### src/rtl/flags_stack.sv
// ============================================================================
// Module      : flags_stack
// Description : CPU status-flag register with a LIFO shadow stack for nested
//               interrupts, plus sticky overflow/underflow error reporting.
// Revision    : 1.0 - initial release
// ============================================================================
`default_nettype none

module flags_stack #(
    parameter  int NUM_FLAGS  = 2,
    parameter  int SHAD_DEPTH = 4,
    localparam int CW         = $clog2(SHAD_DEPTH + 1)
) (
    input  logic                 CLK,
    input  logic                 RST_N,
    input  logic [NUM_FLAGS-1:0] FLG_CLR,
    input  logic [NUM_FLAGS-1:0] FLG_SET,
    input  logic [NUM_FLAGS-1:0] FLG_LD,
    input  logic [NUM_FLAGS-1:0] FLG_D,
    input  logic                 SHAD_PUSH,
    input  logic                 SHAD_POP,
    input  logic                 ERR_CLR,
    output logic [NUM_FLAGS-1:0] FLAGS,
    output logic [CW-1:0]        DEPTH,
    output logic                 EMPTY,
    output logic                 FULL,
    output logic                 ERR_OVF,
    output logic                 ERR_UNF
);

    localparam logic [CW-1:0] C_DEPTH_MAX = CW'(SHAD_DEPTH);

    logic [NUM_FLAGS-1:0] flags_q, flags_d;
    logic [CW-1:0]        depth_q, depth_d;
    logic                 empty_q, full_q;
    logic                 ovf_q, ovf_d;
    logic                 unf_q, unf_d;
    logic [NUM_FLAGS-1:0] stack_q [SHAD_DEPTH];

    logic                 push_ok, pop_ok, swap, restore;
    logic [NUM_FLAGS-1:0] flg_upd;
    logic [NUM_FLAGS-1:0] top;
    logic [SHAD_DEPTH-1:0] wr_en;

    assign push_ok = SHAD_PUSH & ~SHAD_POP & ~full_q;
    assign pop_ok  = SHAD_POP & ~SHAD_PUSH & ~empty_q;
    assign swap    = SHAD_PUSH & SHAD_POP & ~empty_q;
    assign restore = pop_ok | swap;

    // A push writes the slot above the top; a swap overwrites the top itself.
    generate
        for (genvar i = 0; i < SHAD_DEPTH; i++) begin : g_wr
            assign wr_en[i] = (push_ok && (depth_q == CW'(i))) ||
                              (swap    && (depth_q == CW'(i + 1)));
        end
    endgenerate

    always_comb begin
        flg_upd = flags_q;
        for (int i = 0; i < NUM_FLAGS; i++) begin
            if (FLG_CLR[i])      flg_upd[i] = 1'b0;
            else if (FLG_SET[i]) flg_upd[i] = 1'b1;
            else if (FLG_LD[i])  flg_upd[i] = FLG_D[i];
        end
    end

    always_comb begin
        top = '0;
        for (int i = 0; i < SHAD_DEPTH; i++) begin
            if (depth_q == CW'(i + 1)) top = stack_q[i];
        end
    end

    always_comb begin
        flags_d = restore ? top : flg_upd;
        depth_d = depth_q;
        if (push_ok)     depth_d = depth_q + CW'(1);
        else if (pop_ok) depth_d = depth_q - CW'(1);
        // A new error event takes precedence over a coincident clear.
        ovf_d = (SHAD_PUSH & ~SHAD_POP & full_q) | (ovf_q & ~ERR_CLR);
        unf_d = (SHAD_POP & empty_q) | (unf_q & ~ERR_CLR);
    end

    always_ff @(posedge CLK or negedge RST_N) begin
        if (!RST_N) begin
            flags_q <= '0;
            depth_q <= '0;
            empty_q <= 1'b1;
            full_q  <= 1'b0;
            ovf_q   <= 1'b0;
            unf_q   <= 1'b0;
        end else begin
            flags_q <= flags_d;
            depth_q <= depth_d;
            empty_q <= (depth_d == '0);
            full_q  <= (depth_d == C_DEPTH_MAX);
            ovf_q   <= ovf_d;
            unf_q   <= unf_d;
        end
    end

    always_ff @(posedge CLK) begin
        for (int i = 0; i < SHAD_DEPTH; i++) begin
            if (wr_en[i]) stack_q[i] <= flags_q;
        end
    end

    assign FLAGS   = flags_q;
    assign DEPTH   = depth_q;
    assign EMPTY   = empty_q;
    assign FULL    = full_q;
    assign ERR_OVF = ovf_q;
    assign ERR_UNF = unf_q;

endmodule

`default_nettype wire

### config.mk
export PLATFORM = sky130hd
export DESIGN_NAME = flags_stack
export DESIGN_NICKNAME = d
export VERILOG_FILES = /design/src/rtl/flags_stack.sv
export SDC_FILE = /design/constraint.sdc
export NUM_CORES = 1
export LEC_CHECK = 0
export BUFFER_PORTS_ARGS = -buffer_cell sky130_fd_sc_hd__buf_2
export CAP_MARGIN = 20
export CORE_UTILIZATION = 40
export DETAILED_ROUTE_END_ITERATION = 10
export PLACE_DENSITY = 0.63
export SYNTH_ARGS = -nofsm -noshare
export SYNTH_HDL_FRONTEND = slang
export SYNTH_SLANG_ARGS = --single-unit
### constraint.sdc
create_clock -name CLK -period 3.3 [get_ports CLK]
set_clock_uncertainty 0.1 [all_clocks]
set_input_delay 0.165 -clock CLK [delete_from_list [all_inputs] [get_ports CLK]]
set_output_delay 0.165 -clock CLK [all_outputs]
set_load 0.05 [all_outputs]
==> flow_summary.json, run 1 <==
{
  "status": "completed",
  "hold_violations": 0,
  "grt_use_met1_pct": 23.0,
  "p_leak_uw": 0.000475,
  "viasPerCell": 5.37,
  "drt_wl_total_mm": 1.88,
  "synth_area_leader_cell": "edfxtp_1",
  "dpl.hpwl_mm": 1.39,
  "final_nets": 125,
  "max_freq_mhz": 531,
  "synth_fp_nets": 98,
  "placed_area_mm2": 0.00103,
  "async_flop_share_pct": 52.9,
  "num_rows": 16,
  "clock_sinks": 17,
  "io_buffers": 21,
  "wl_per_cell_um": 14.2,
  "cp_top_family": "simple AND/OR/NAND/NOR gates",
  "layout-drive-gt1-share_pct": 29.5,
  "grt-ovfl-total": 0,
  "clock_latency_ns": 0.29,
  "synth-edff-count": 8,
  "drtAntennaViolNets": 0,
  "firstDrtPassIters": 4,
  "cpMaxStageDelayCell": "dfrtp_1",
  "cts_tree": "yes",
  "globalRouteTotalUtil_pct": 17.7,
  "io_pins": 22,
  "via_count": 709,
  "tns_ns": 0,
  "critPathMaxFanout": 5,
  "synth_area_um2": 917,
  "grt_pass1_vias": 659,
  "finalNonFillerCells": 132,
  "synth_cells": 79,
  "grt_max_degree": 11,
  "worstPathRequired_ns": 3.42,
  "fin_crit_ns": 1.88,
  "synth_top_area_share_pct": 26.2,
  "synthTopCellsByArea": "edfxtp_1 (26%), dfrtp_1 (22%), ha_1 (8.2%)",
  "synth-main-ff-cell": "edfxtp_1",
  "yosys_warnings": 0,
  "worst_slew_pin_slew_ns": 0.774,
  "slew_headroom_pct": 48.3,
  "final_max_slew_viol_count": 0,
  "power_density_mw_per_mm2": 945,
  "synthToLayoutAreaGrowth_pct": 19.2,
  "die_w_um": 49.9,
  "cts_resized": 0,
  "core_mm2": 0.00206,
  "gp_congestion": 0.751,
  "syn_area_per_cell_um2": 11.6,
  "crit_path_end_kind": "register",
  "dp_cells": 124,
  "grt_pass1_wl_mm": 3.19,
  "cts_setup_buffers": 0,
  "cp_cell_sequence": "inv_1 > ha_1 > or3_1 > a21oi_1 > a311oi_2 > nor3_1",
  "n_fill_cell": 189,
  "cap_viol_max_count": 0,
  "period_share_pct": 57.1,
  "antenna_found_initial": 0,
  "ys_ff_latch": 17,
  "die_y_um": 49.9,
  "busiest_layer": "met2",
  "cpPeakStageDelay_ns": 0.46,
  "finalInstanceArea_mm2": 0.00109,
  "regArea_um2": 467,
  "drc_errors": 0,
  "htree_levels": 1,
  "cts-root-buf": "clkbuf_4",
  "arrival_ns": 2.00,
  "multi_input_area_um2": 398,
  "drtIter0Drc": 20,
  "ctsHoldBuffers": 4,
  "critPathBufInv": 1,
  "clk_pin_slew_ns": 0.10,
  "hold_class": "in -> reg",
  "seq_area_frac_synth_pct": 50.9,
  "grt_use_met2_pct": 27.7,
  "setup_viol": 0,
  "floorplan.die_area_mm2": 0.00249,
  "ys_types": 32,
  "numCtsBuffers": 3,
  "ir_drop_uv": 452,
  "grtUsageMet3_pct": 2.78,
  "start_kind": "register",
  "antenna_cells": 0,
  "worstSetupPathType": "reg -> reg",
  "start_util_pct": 44.5,
  "clockBufferDepth": 2,
  "rsz0062_at_grt": "false"
}
[layer usage]
layer  vias up  wire [um]
met2        19        891
li1        342          -
met5         -          0
met3         4         80
met4         0         38
met1       344        866
[synthesized netlist by cell type (3+ instances only)]
cell type and count:
edfxtp_1 8, nand2_1 8, o21ai_0 4, nor2b_1 3, inv_1 6, dfrtp_1 8, nor2_1 4, ha_1 6
[path summary, 6_finish.rpt]
| kind | from | slack (ns) | cells after the start | end |
|---|---|---|---|---|
| max | DEPTH[0] | 1.42 | 6 | EMPTY |
| min | SHAD_POP | 0.06 | 2 | ERR_OVF |
| max reg2reg | DEPTH[0] | 1.42 | 6 | EMPTY |
| min reg2reg | ERR_UNF | 0.42 | 2 | ERR_UNF |
| max in group asynchronous | RST_N | 2.72 | 2 | EMPTY |
| min in group asynchronous | RST_N | 0.13 | 2 | ERR_OVF |
[metrics by stage]
stage | power [uW] | setup WS [ns] | util [%] | hold WS (ns)
floorplan | 806 | 1.19 | - | -0.231
global placement | 917 | 1.49 | 49.8 | -0.0718
detailed placement | 930 | 1.42 | 49.8 | -0.0699
CTS | 1050 | 1.39 | 53.0 | 0.0439
global route | 1110 | 1.27 | 53.0 | 0.0704
finish | 1030 | 1.42 | 53.0 | 0.0589
[report_power, final]
part           internal [uW]  switching (uW)  leakage (uW)
Clock                   45.1            65.4     0.0000177
Sequential               309            77.7      0.000185
Combinational            171             365      0.000272
Total                    526             508      0.000475
[state kept, by name (all words and copies together) (netlist names)]
name     flops
DEPTH        3
FLAGS        2
ERR_UNF      1
FULL         1
stack_q      8
EMPTY        1
ERR_OVF      1
[logic make-up after synthesis]
logic type,share of synthesized area (%)
simple gates,15.4
compound gates,16.0
flops,50.9
buf+inv,5.73
fa+ha+maj,8.19
xor+xnor,2.73
mux,1.09
[area by class of cell]
cell class | instances | share of cell area [%]
clock buffers | 3 | 2.06
clock inverters | 1 | 0.458
inverters | 6 | 2.06
multi-input cells | 53 | 36.4
flip-flops and latches | 17 | 42.7
well taps | 27 | 3.09
repair buffers | 25 | 13.3
[cell usage in the layout, fill, tap and decap left out]
cell / netlist / layout
a311oi_2: 1 / 1
a21oi_1: 1 / 1
a211oi_1: 2 / 2
or3_1: 1 / 1
xnor2_1: 1 / 1
nand2b_1: 2 / 2
nor3_1: 1 / 1
and2_1: 1 / 1
dlygate4sd3_1: 0 / 4
buf_2: 0 / 21
o32ai_1: 2 / 2
o2bb2ai_1: 1 / 1
xnor2_2: 1 / 1
o22ai_1: 1 / 1
nor2_1: 4 / 4
and4bb_1: 1 / 1
edfxtp_1: 8 / 8
nand2_1: 8 / 8
a32o_1: 1 / 1
nor2b_1: 3 / 3
ha_1: 6 / 6
o21ai_0: 4 / 4
a21oi_2: 1 / 1
mux2i_1: 1 / 1
clkbuf_4: 0 / 3
a32oi_1: 2 / 2
o21ai_1: 1 / 1
clkinv_2: 0 / 1
nor3b_2: 2 / 2
a221oi_1: 2 / 2
inv_1: 6 / 6
dfstp_2: 1 / 1
dfrtp_1: 8 / 8
nand3_1: 2 / 2
Note: power is estimated with default switching activity, not from simulation.
==> run 2: changes to the inputs <==
--- a/config.mk
+++ b/config.mk
@@ -5,11 +5,12 @@
 export SDC_FILE = /design/constraint.sdc
 export NUM_CORES = 1
 export LEC_CHECK = 0
+export ABC_AREA = 1
 export BUFFER_PORTS_ARGS = -buffer_cell sky130_fd_sc_hd__buf_2
 export CAP_MARGIN = 20
 export CORE_UTILIZATION = 40
 export DETAILED_ROUTE_END_ITERATION = 10
-export PLACE_DENSITY = 0.63
+export PLACE_DENSITY = 0.62
 export SYNTH_ARGS = -nofsm -noshare
 export SYNTH_HDL_FRONTEND = slang
 export SYNTH_SLANG_ARGS = --single-unit
==> constraint.sdc (replaced) <==
create_clock -name CLK -period 1.8 [get_ports CLK]
set_clock_uncertainty 0.1 [all_clocks]
set_input_delay 0.09 -clock CLK [delete_from_list [all_inputs] [get_ports CLK]]
set_output_delay 0.09 -clock CLK [all_outputs]
set_load 0.05 [all_outputs]
==> flow_summary.json, run 2 <==
{
  "grt-ovfl-total": 0,
  "floorplan.die_area_mm2": 0.00255,
  "rsz0062_at_grt": "false",
  "start_kind": "register",
  "drt_wl_total_mm": 1.78,
  "r2r_start": "DEPTH[0]",
  "status": "completed",
  "final_common_cell": "nand2_1",
  "reg2reg_slack_ns": 0.12,
  "synth-simple-area-share_pct": 22.8,
  "largest_reg_flops": 8,
  "cpPeakStageDelay_ns": 0.44,
  "tns_ns": 0,
  "critPathBufInv": 3,
  "hold_violations": 0,
  "worstPathRequired_ns": 1.68,
  "hold_depth": 4,
  "io_pins": 22,
  "final_nets": 161,
  "setup_viol": 0,
  "synth_area_leader_cell": "edfxtp_1",
  "min-delay-start": "FLG_CLR[0]",
  "start_util_pct": 42.6,
  "synth_top_area_share_pct": 25.5,
  "viasPerCell": 4.62,
  "core_mm2": 0.00221,
  "synthTopCellsByArea": "edfxtp_1 (25%), dfrtp_1 (21%), nand2_1 (10%)",
  "dpl.hpwl_mm": 1.40,
  "clk_pin_slew_ns": 0.10,
  "clockBufferDepth": 2,
  "grt_pass1_wl_mm": 3.02,
  "cp_top_family": "flip-flops",
  "synth.most_common_cell": "nand2_1",
  "final_max_slew_viol_count": 0,
  "max_freq_mhz": 596,
  "cp-startpoint": "DEPTH[0]",
  "final_cell_mix": "nand2_1 (26), inv_1 (24), buf_2 (21)",
  "synthAdderAreaFrac_pct": 7.97,
  "critPathMaxFanout": 5,
  "period_share_pct": 93.3,
  "regMostFlops": "stack_q",
  "cpMostUsedCell": "inv_1",
  "drtIter0Drc": 15,
  "synth_fp_nets": 131,
  "clock_latency_ns": 0.29,
  "synth_top_family_by_area": "simple AND/OR/NAND/NOR gates",
  "via_count": 780,
  "fin_crit_ns": 1.68,
  "globalRouteTotalUtil_pct": 16.1,
  "grt_pass1_vias": 707,
  "synth_area_um2": 942,
  "yosys_warnings": 0,
  "path_depth": 6,
  "synth_commonest_cells": "nand2_1 (26), inv_1 (24), nor2_1 (10)",
  "cpMaxStageDelayCell": "dfrtp_2",
  "ys_ff_latch": 17,
  "numCtsBuffers": 3,
  "die_w_um": 50.5,
  "synth-main-ff-cell": "edfxtp_1",
  "ys_types": 16,
  "cts_tree": "yes",
  "drtAntennaViolNets": 0,
  "ir_drop_uv": 851,
  "multi_input_area_um2": 374,
  "die_y_um": 50.5,
  "synth_compound_area_share_pct": 8.90,
  "cts-root-buf": "clkbuf_4",
  "cts_setup_buffers": 0,
  "slew_headroom_pct": 77.8,
  "p_leak_uw": 0.000604,
  "htree_levels": 1,
  "synth_cells": 112,
  "num_rows": 17,
  "arrival_ns": 1.56,
  "rr_worst_depth": 6,
  "grt_max_degree": 11,
  "cp_cell_sequence": "inv_1 > ha_1 > inv_1 > nor2_1 > inv_1 > o22ai_1",
  "cap_viol_max_count": 0,
  "layout-drive-gt1-share_pct": 24.8,
  "hold_class": "in -> reg",
  "synth_mux_area_share_pct": 0,
  "wl_per_cell_um": 10.5,
  "clock_sinks": 17,
  "synth_xor_area_share_pct": 0,
  "synthToLayoutAreaGrowth_pct": 22.2,
  "holdWs_ns": 0.0110,
  "crit_path_end_kind": "register",
  "cts_resized": 0,
  "seq_area_frac_synth_pct": 49.5,
  "regArea_um2": 468,
  "power_density_mw_per_mm2": 1520,
  "syn_area_per_cell_um2": 8.41,
  "antenna_cells": 0,
  "antenna_found_initial": 0,
  "synth-edff-count": 8,
  "n_fill_cell": 207,
  "async_flop_share_pct": 52.9,
  "worst_slew_pin_slew_ns": 0.329,
  "worstSetupPathType": "reg -> reg",
  "firstDrtPassIters": 5,
  "drc_errors": 0,
  "io_buffers": 21,
  "gp_congestion": 0.830
}
run 2: cell families (layout without fill, tap and decap cells):
kind of cell,Yosys count,count (layout)
DFF,17,17
AOI/OAI and AO/OA,15,15
adders and majority gates,6,6
and+or+nand+nor,47,47
buffers and inverters,27,56
run 2: what timing repair did:
action,in CTS,in global routing
endpoints found under the setup margin,0,0
hold buffers,4,0
endpoints found under the hold margin,11,0
run 2: layer usage:
layer	global-route usage [%]	share of wire [%]	wire, um
met5	0	0	0
met4	4.17	0.96	17
met3	5.45	4.7	83
met2	26.0	51	902
met1	20.7	43	771
run 2: metrics by stage:
stage / setup slack (ns) / power, uW / util, % / cells / cell area, um^2
final: 0.121 / 1750 / 52.0 / 169 / 1150
after global routing: 0.0204 / 1900 / 52.0 / 169 / 1150
after CTS: 0.118 / 1770 / 52.0 / 169 / 1150
after detailed placement: 0.136 / 1550 / 49.0 / 161 / 1080
after global placement: 0.212 / 1550 / 49.0 / 161 / 1080
after floorplan: 0.0283 / 1340 / - / 112 / 943
run 2: worst paths after layout:
path | endpoint
min | FLAGS[0]
max in group asynchronous | EMPTY
max | stack_q[2][0]
max reg2reg | stack_q[2][0]
min in group asynchronous | FLAGS[0]
min reg2reg | ERR_UNF
run 2: power breakdown:
| part | internal (uW) | switching [uW] | leakage (uW) |
|---|---|---|---|
| Combinational | 255 | 652 | 0.000402 |
| Sequential | 549 | 94.4 | 0.000184 |
| Clock | 82.6 | 116 | 0.0000177 |
run 2: worst reg2reg max path, stage by stage (launching register included):
cell and delay, ns:
dfrtp_2 0.44, inv_1 0.12, ha_1 0.16, inv_1 0.06, nor2_1 0.16, inv_1 0.08
o22ai_1 0.25
run 2: layout make-up:
cell class	instances	share of cell area [%]
Timing Repair Buffer	25	12.6
Multi-Input combinational cell	68	32.5
Clock inverter	1	0.435
Tap cell	28	3.04
Sequential cell	17	40.7
Clock buffer	3	1.96
Inverter	27	8.80
==> run 3: changes to the inputs <==
--- a/config.mk
+++ b/config.mk
@@ -6,7 +6,7 @@
 export NUM_CORES = 1
 export LEC_CHECK = 0
 export ABC_AREA = 1
-export BUFFER_PORTS_ARGS = -buffer_cell sky130_fd_sc_hd__buf_2
+export BUFFER_PORTS_ARGS = -buffer_cell sky130_fd_sc_hd__buf_4
 export CAP_MARGIN = 20
 export CORE_UTILIZATION = 40
 export DETAILED_ROUTE_END_ITERATION = 10
==> flow_summary.json, run 3 (synthesized netlist as in run 2, its figures left out) <==
{
  "status": "completed",
  "die_w_um": 50.5,
  "firstDrtPassIters": 4,
  "finalInstanceArea_mm2": 0.00121,
  "final_max_slew_viol_count": 0,
  "grt_pass1_vias": 755,
  "start_kind": "register",
  "synthToLayoutAreaGrowth_pct": 28.4,
  "finalWorstSetupSlack_ns": 0.103,
  "hold_violations": 0,
  "clock_sinks": 17,
  "viasPerCell": 4.62,
  "numCtsBuffers": 3,
  "drtIter0Drc": 19,
  "n_fill_cell": 210,
  "cts_tree": "yes",
  "cp_cell_sequence": "inv_1 > ha_1 > inv_1 > nor2_1 > inv_1 > o22ai_1",
  "via_count": 781,
  "regArea_um2": 468,
  "die_y_um": 50.5,
  "holdWs_ns": 0.0149,
  "setup_viol": 0,
  "floorplan.die_area_mm2": 0.00255,
  "multi_input_area_um2": 380,
  "grt_max_degree": 11,
  "clockBufferDepth": 2,
  "post-place-ws_ns": 0.123,
  "grt_pass1_wl_mm": 3.21,
  "cpMostUsedCell": "inv_1",
  "io_buffers": 21,
  "period_share_pct": 94.3,
  "final_nets": 161,
  "tns_ns": 0,
  "max_freq_mhz": 589,
  "worstPathRequired_ns": 1.68,
  "grt-ovfl-total": 0,
  "drtAntennaViolNets": 0,
  "fin_crit_ns": 1.70,
  "power_density_mw_per_mm2": 1520,
  "layout-drive-gt1-share_pct": 25.5,
  "gp_congestion": 0.821,
  "post-route-util_pct": 54.7,
  "slew_headroom_pct": 81.9,
  "worst_slew_pin_slew_ns": 0.271,
  "final_cell_mix": "nand2_1 (26), inv_1 (24), buf_4 (21)",
  "clk_pin_slew_ns": 0.10,
  "cpPeakStageDelay_ns": 0.45,
  "arrival_ns": 1.58,
  "dpl.hpwl_mm": 1.48,
  "cap_viol_max_count": 0,
  "worstSetupPathType": "reg -> reg",
  "antenna_cells": 0,
  "globalRouteTotalUtil_pct": 17.4,
  "reg2reg_slack_ns": 0.10,
  "antenna_found_initial": 0,
  "cts-root-buf": "clkbuf_4",
  "p_leak_uw": 0.000619,
  "largest_reg_flops": 8,
  "rsz0062_at_grt": "false",
  "core_mm2": 0.00221,
  "critPathMaxFanout": 5,
  "placed_area_mm2": 0.00114,
  "drt_wl_total_mm": 1.92,
  "cpMaxStageDelayCell": "dfrtp_2",
  "clock_latency_ns": 0.28,
  "hold_class": "in -> reg",
  "io_pins": 22,
  "crit_path_end_kind": "register",
  "ir_drop_uv": 890,
  "num_rows": 17,
  "final_common_cell": "nand2_1",
  "regMostFlops": "stack_q",
  "start_util_pct": 42.6,
  "drc_errors": 0,
  "wl_per_cell_um": 11.3,
  "htree_levels": 1
}
## run 3: cell counts in the layout (fill, tap and decap cells not counted)
Identical to the previous run, type by type.
## run 3: final timing paths
path | end | cells past startpoint | from
hold / removal | FLAGS[0] | 4 | FLG_CLR[0]
max in group asynchronous | EMPTY | 2 | RST_N
hold reg to reg | ERR_UNF | 2 | ERR_UNF
setup reg to reg | stack_q[1][0] | 6 | DEPTH[0]
setup / recovery | stack_q[1][0] | 6 | DEPTH[0]
min in group asynchronous | FLAGS[1] | 2 | RST_N
## run 3: area by class of cell
class,count,share of cell area [%]
Inverter,27,8.38
Multi-Input combinational cell,68,31.4
Sequential cell,17,38.7
Clock inverter,1,0.414
Clock buffer,3,1.86
Tap cell,28,2.90
Timing Repair Buffer,25,16.3
## run 3: what timing repair did
item                                   CTS  global route
hold buffers                             4             0
setup endpoints to repair                0             4
endpoints found under the hold margin   11             0
resized for setup                        0             2
setup buffers                            0             0
## run 3: power breakdown
part           leakage, uW  internal, uW  switching, uW
Clock            0.0000177          82.5            122
Combinational     0.000417           313            662
Sequential        0.000184           549            106
Total             0.000619           944            890
## run 3: per-layer routing
metal | GRT usage [%] | vias up | part of all wire (%)
met5 | 0 | - | 0
met4 | 5.56 | 0 | 0.73
met3 | 3.64 | 2 | 4.2
met2 | 30.2 | 14 | 51
met1 | 21.4 | 354 | 44
li1 | - | 411 | -
## run 3: worst max-delay path, delay by kind of cell (launching register included)
family | cells | cell delay, ns
adders and majority gates | 1 | 0.16
and+or+nand+nor | 1 | 0.18
buffers and inverters | 3 | 0.29
AOI/OAI and AO/OA | 1 | 0.23
DFF | 1 | 0.45
## run 3: metrics by stage
| step | std cells | total power [uW] |
|---|---|---|
| floorplan | 112 | 1340 |
| global placement | 161 | 1610 |
| detailed placement | 161 | 1620 |
| CTS | 169 | 1840 |
| global route | 169 | 1980 |
| finish | 169 | 1830 |
